`config.mk`:
```
export PLATFORM = sky130hd
export DESIGN_NAME = control_unit
export DESIGN_NICKNAME = d
export VERILOG_FILES = /design/src/rtl/cu_pkg.sv /design/src/rtl/control_unit.sv
export SDC_FILE = /design/constraint.sdc
export NUM_CORES = 1
export LEC_CHECK = 0
export BUFFER_PORTS_ARGS = -buffer_cell sky130_fd_sc_hd__buf_2
export CORE_AREA = 5 5 42 44
export CTS_CLUSTER_DIAMETER = 50
export CTS_CLUSTER_SIZE = 10
export DETAILED_ROUTE_END_ITERATION = 10
export DIE_AREA = 0 0 47 49
export GPL_ROUTABILITY_DRIVEN = 0
export PLACE_DENSITY_LB_ADDON = 0.1
export SLEW_MARGIN = 15
export SYNTH_ARGS = -nofsm -noshare
export SYNTH_HDL_FRONTEND = slang
export SYNTH_SLANG_ARGS = --single-unit
```
`constraint.sdc`:
```
create_clock -name i_clock -period 1.3 [get_ports i_clock]
set_input_delay 0.195 -clock i_clock [delete_from_list [all_inputs] [get_ports i_clock]]
set_output_delay 0.195 -clock i_clock [all_outputs]
set_load 0.01 [all_outputs]
```
`src/rtl/cu_pkg.sv`:
```
// Shared encodings for the accumulator-machine controller and its datapath:
// FSM state codes, IR[7:5] opcodes and accumulator-source select codes.
package cu_pkg;

    typedef enum logic [3:0] {
        S_FETCH   = 4'd0,
        S_DECODE  = 4'd1,
        S_LOAD    = 4'd2,
        S_STORE   = 4'd3,
        S_ADD     = 4'd4,
        S_SUB     = 4'd5,
        S_IN_WAIT = 4'd6,
        S_IN_LOAD = 4'd7,
        S_IN_REL  = 4'd8,
        S_JZ      = 4'd9,
        S_JPOS    = 4'd10,
        S_HALT    = 4'd11
    } state_t;

    localparam logic [2:0] OP_LOAD  = 3'b000;
    localparam logic [2:0] OP_STORE = 3'b001;
    localparam logic [2:0] OP_ADD   = 3'b010;
    localparam logic [2:0] OP_SUB   = 3'b011;
    localparam logic [2:0] OP_IN    = 3'b100;
    localparam logic [2:0] OP_JZ    = 3'b101;
    localparam logic [2:0] OP_JPOS  = 3'b110;
    localparam logic [2:0] OP_HALT  = 3'b111;

    localparam logic [1:0] ASEL_ALU = 2'b00;
    localparam logic [1:0] ASEL_MEM = 2'b01;
    localparam logic [1:0] ASEL_IN  = 2'b10;

    function automatic state_t op_to_state(input logic [2:0] op);
        case (op)
            OP_LOAD:  return S_LOAD;
            OP_STORE: return S_STORE;
            OP_ADD:   return S_ADD;
            OP_SUB:   return S_SUB;
            OP_IN:    return S_IN_WAIT;
            OP_JZ:    return S_JZ;
            OP_JPOS:  return S_JPOS;
            default:  return S_HALT;
        endcase
    endfunction

endpackage

```
`src/rtl/control_unit.sv`:
```
// Accumulator-machine controller: FETCH, DECODE, execute (3 cycles per instruction;
// IN adds an operator handshake). Outputs are Moore except PCload in JZ/JPOS.
module control_unit
    import cu_pkg::*;
(
    input  logic       i_clock,
    input  logic       i_reset_n,
    input  logic [2:0] i_ir,
    input  logic       i_aeq0,
    input  logic       i_apos,
    input  logic       i_enter,
    output logic       o_irload,
    output logic       o_jmpmux,
    output logic       o_pcload,
    output logic       o_meminst,
    output logic       o_memwr,
    output logic       o_aload,
    output logic       o_sub,
    output logic [1:0] o_asel,
    output logic       o_halt,
    output logic [3:0] o_state
);

    state_t r_state;
    state_t w_next;

    always_ff @(posedge i_clock or negedge i_reset_n) begin
        if (!i_reset_n) begin
            r_state <= S_FETCH;
        end else begin
            r_state <= w_next;
        end
    end

    always_comb begin
        w_next = S_FETCH;
        case (r_state)
            S_FETCH:   w_next = S_DECODE;
            S_DECODE:  w_next = op_to_state(i_ir);
            S_IN_WAIT: w_next = i_enter ? S_IN_LOAD : S_IN_WAIT;
            S_IN_LOAD: w_next = S_IN_REL;
            // Hold here until the key is released so one press loads A once.
            S_IN_REL:  w_next = i_enter ? S_IN_REL : S_FETCH;
            S_HALT:    w_next = S_HALT;
            default:   w_next = S_FETCH;
        endcase
    end

    // Outputs are forced low while reset is held, independent of the clock.
    always_comb begin
        o_irload  = 1'b0;
        o_jmpmux  = 1'b0;
        o_pcload  = 1'b0;
        o_meminst = 1'b0;
        o_memwr   = 1'b0;
        o_aload   = 1'b0;
        o_sub     = 1'b0;
        o_asel    = ASEL_ALU;
        o_halt    = 1'b0;
        if (i_reset_n) begin
            case (r_state)
                S_FETCH: begin
                    o_irload = 1'b1;
                    o_pcload = 1'b1;
                end
                S_DECODE: o_meminst = 1'b1;
                S_LOAD: begin
                    o_meminst = 1'b1;
                    o_asel    = ASEL_MEM;
                    o_aload   = 1'b1;
                end
                S_STORE: begin
                    o_meminst = 1'b1;
                    o_memwr   = 1'b1;
                end
                S_ADD: begin
                    o_meminst = 1'b1;
                    o_aload   = 1'b1;
                end
                S_SUB: begin
                    o_meminst = 1'b1;
                    o_sub     = 1'b1;
                    o_aload   = 1'b1;
                end
                S_IN_WAIT: o_asel = ASEL_IN;
                S_IN_LOAD: begin
                    o_asel  = ASEL_IN;
                    o_aload = 1'b1;
                end
                S_JZ: begin
                    o_jmpmux = 1'b1;
                    o_pcload = i_aeq0;
                end
                S_JPOS: begin
                    o_jmpmux = 1'b1;
                    o_pcload = i_apos;
                end
                S_HALT:  o_halt = 1'b1;
                default: ;
            endcase
        end
    end

    assign o_state = r_state;

endmodule

```
==> results.ini <==
[outcome]
outcome = complete, but fails checks
violations = negative setup slack

[detailed_routing]
vias = 588
antenna_left = 0
routed_via_density = 5.20
dr.pass1.iters = 4
drt_iter0_drc = 5
wl_um = 1690
wl_per_cell_um = 15.0
drc_errors = 0

[logic_synthesis]
synth_edf_count = 0
syn_area_per_cell_um2 = 7.94
yosysWarnings = 0
async_flop_share = 1.00
syn_nets = 60
synth_top_area_cell = dfrtp_1
synthCells = 52
synth_top_area_share = 0.242
ys_ff_latch = 4
seq_area_frac_synth = 0.242
synth_ff_type = dfrtp_1
synth_cell_types = 28
synth.area.top_cells = dfrtp_1, nor2_1, buf_6
syn_area_um2 = 413

[critical_path]
cp_max_fo = 3
reg2reg_from = o_state[2]
r2r-end = o_state[1]
reg2regPathDepth = 6
crit_type = reg -> out
worstSetupEndpointType = output pin
cp.required_ns = 1.11
regToRegSetupSlack_ns = -0.14
worst_ep_arrival_time_ns = 1.44
worstSetupStartpointType = flop

[worst_hold_path]
holdPathStages = 3
min_from = i_ir[0]
hp-class = in -> reg
min_to = o_state[0]

[cells_and_area]
final_core_util = 0.637
n_fill_cell = 119
layout-drive-gt1-share = 0.742
regArea_um2 = 103
largest_reg_flops = 4
mostFrequentLayoutCell = buf_2
final_cell_mix = buf_2, buf_4, buf_6, nor2_1, clkbuf_4
num_antenna_cells = 0
multi_input_area_um2 = 383
layout.nets = 107
area_delta_synth_final_pct = 116

[cts]
cts_buffer_depth = 2
htree_levels = 1
ctsRootBufferMaster = clkbuf_4
clk_latency_ns = 0.24
clk_pin_slew_worst_paths_ns = 0.04
cts_tree = done
cts_buffers = 3
clock-sinks = 4

[grt]
grt_pass1_vias = 493
grt_overflow_total = 0
grt_max_degree = 11
grt_use_total = 0.141
antenna_found_initial = 0
grt_pass1_wl_um = 2440

[die]
io_pins = 22
die_area_mm2 = 0.00230
coreArea_mm2 = 0.00140
initial_core_util = 0.295
die_y_um = 49
dieWidth_um = 47
std_cell_rows = 14

[timing]
finalCriticalPeriod_ns = 1.63
grt_setup_unrepaired = true
fin_worst_skew_ns = 0.00920
hold_viol_final = 0
worst_pin_slew_ns = 0.320
finalSetupViolCount = 15
timing.fmax_mhz = 612
whs_ns = 0.267
layout_setup_ws_ns = -0.334
min_period_over_period = 1.26
slew_violations = 0
relSlewSlack = 0.785

[power_and_ir_drop]
power_leakage_nw = 0.458
p_per_area_mw_per_mm2 = 2040
vdd_ir_drop_max_v = 0.00116
power_mw = 1.82

[placed_design]
portBuffers = 21
dp_hpwl_um = 1010

[flow_run]
cap_violations = 0

-- cell usage after synthesis, drive strengths merged (2+ instances only) --
library cell,n
nor2b,2
nor2,9
nor3,5
inv,2
xnor2,2
dfrtp,4
nand3,2
nand2,3
buf,3
and4b,2
and3b,2
nand2b,2
-- kinds of logic (layout without fill, tap and decap cells) --
group / count (synthesis) / in the layout / share of synthesized area
XOR/XNOR: 2 / 2 / 0.0424
flip-flops: 4 / 4 / 0.242
AO/OA/AOI/OAI: 9 / 9 / 0.170
buffers and inverters: 6 / 51 / 0.0969
AND/OR/NAND/NOR: 31 / 31 / 0.449
-- cell type report --
class,count,area share
Multi-Input combinational cell,42,0.429
Inverter,2,0.0140
Clock buffer,3,0.0252
Tap cell,16,0.0224
Sequential cell,4,0.115
Timing Repair Buffer,46,0.394
-- report_power, final --
group	switching, mW	total (mW)	leakage [nW]	internal [mW]
combinational	0.651	1.42	0.395	0.771
sequential	0.0636	0.242	0.0491	0.178
clock	0.0559	0.159	0.0138	0.104
-- layer usage --
layer,vias to the layer above,track usage,wire (µm)
met5,-,0,0
met4,0,0.0276,24
met3,4,0.0554,97
met2,17,0.222,884
met1,289,0.178,684
li1,278,-,-
-- timing repair --
action                     4_1_cts  5_1_grt
hold endpoints to repair         4        0
pin swaps                        5       11
hold buffers                     1        0
setup endpoints to repair       10       14
setup buffers                    6       11
gates resized for setup         16       24
-- critical path: stages (launching register included) --
cell     delay, ns
dfrtp_1       0.39
or3b_4        0.43
nor3_4        0.13
a311o_1       0.12
buf_2         0.12
-- how the worst max path moves through the flow --
stage,start,endpoint,slack [ns],cells after the start
6_report,o_state[3],o_pcload,-0.33,4
5_1_grt,o_state[3],o_pcload,-0.41,4
4_1_cts,o_state[2],o_pcload,-0.33,4
3_5_place_dp,o_state[3],o_pcload,-0.1,4
3_3_place_gp,o_state[3],o_pcload,-0.08,4
2_1_floorplan,o_state[3],o_pcload,-0.21,4
-- metrics by stage --
step           instance area [µm²]  instances  setup WS (ns)  setup TNS (ns)
5_1_grt                        892        113         -0.411           -3.51
4_1_cts                        723        104         -0.333           -1.80
2_1_floorplan                  413         52         -0.213          -0.294
6_report                       892        113         -0.334           -2.39
3_5_place_dp                   593         95        -0.0990         -0.0990
3_3_place_gp                   593         95        -0.0758         -0.0758
No activity file was read; power rests on OpenSTA's default activity.
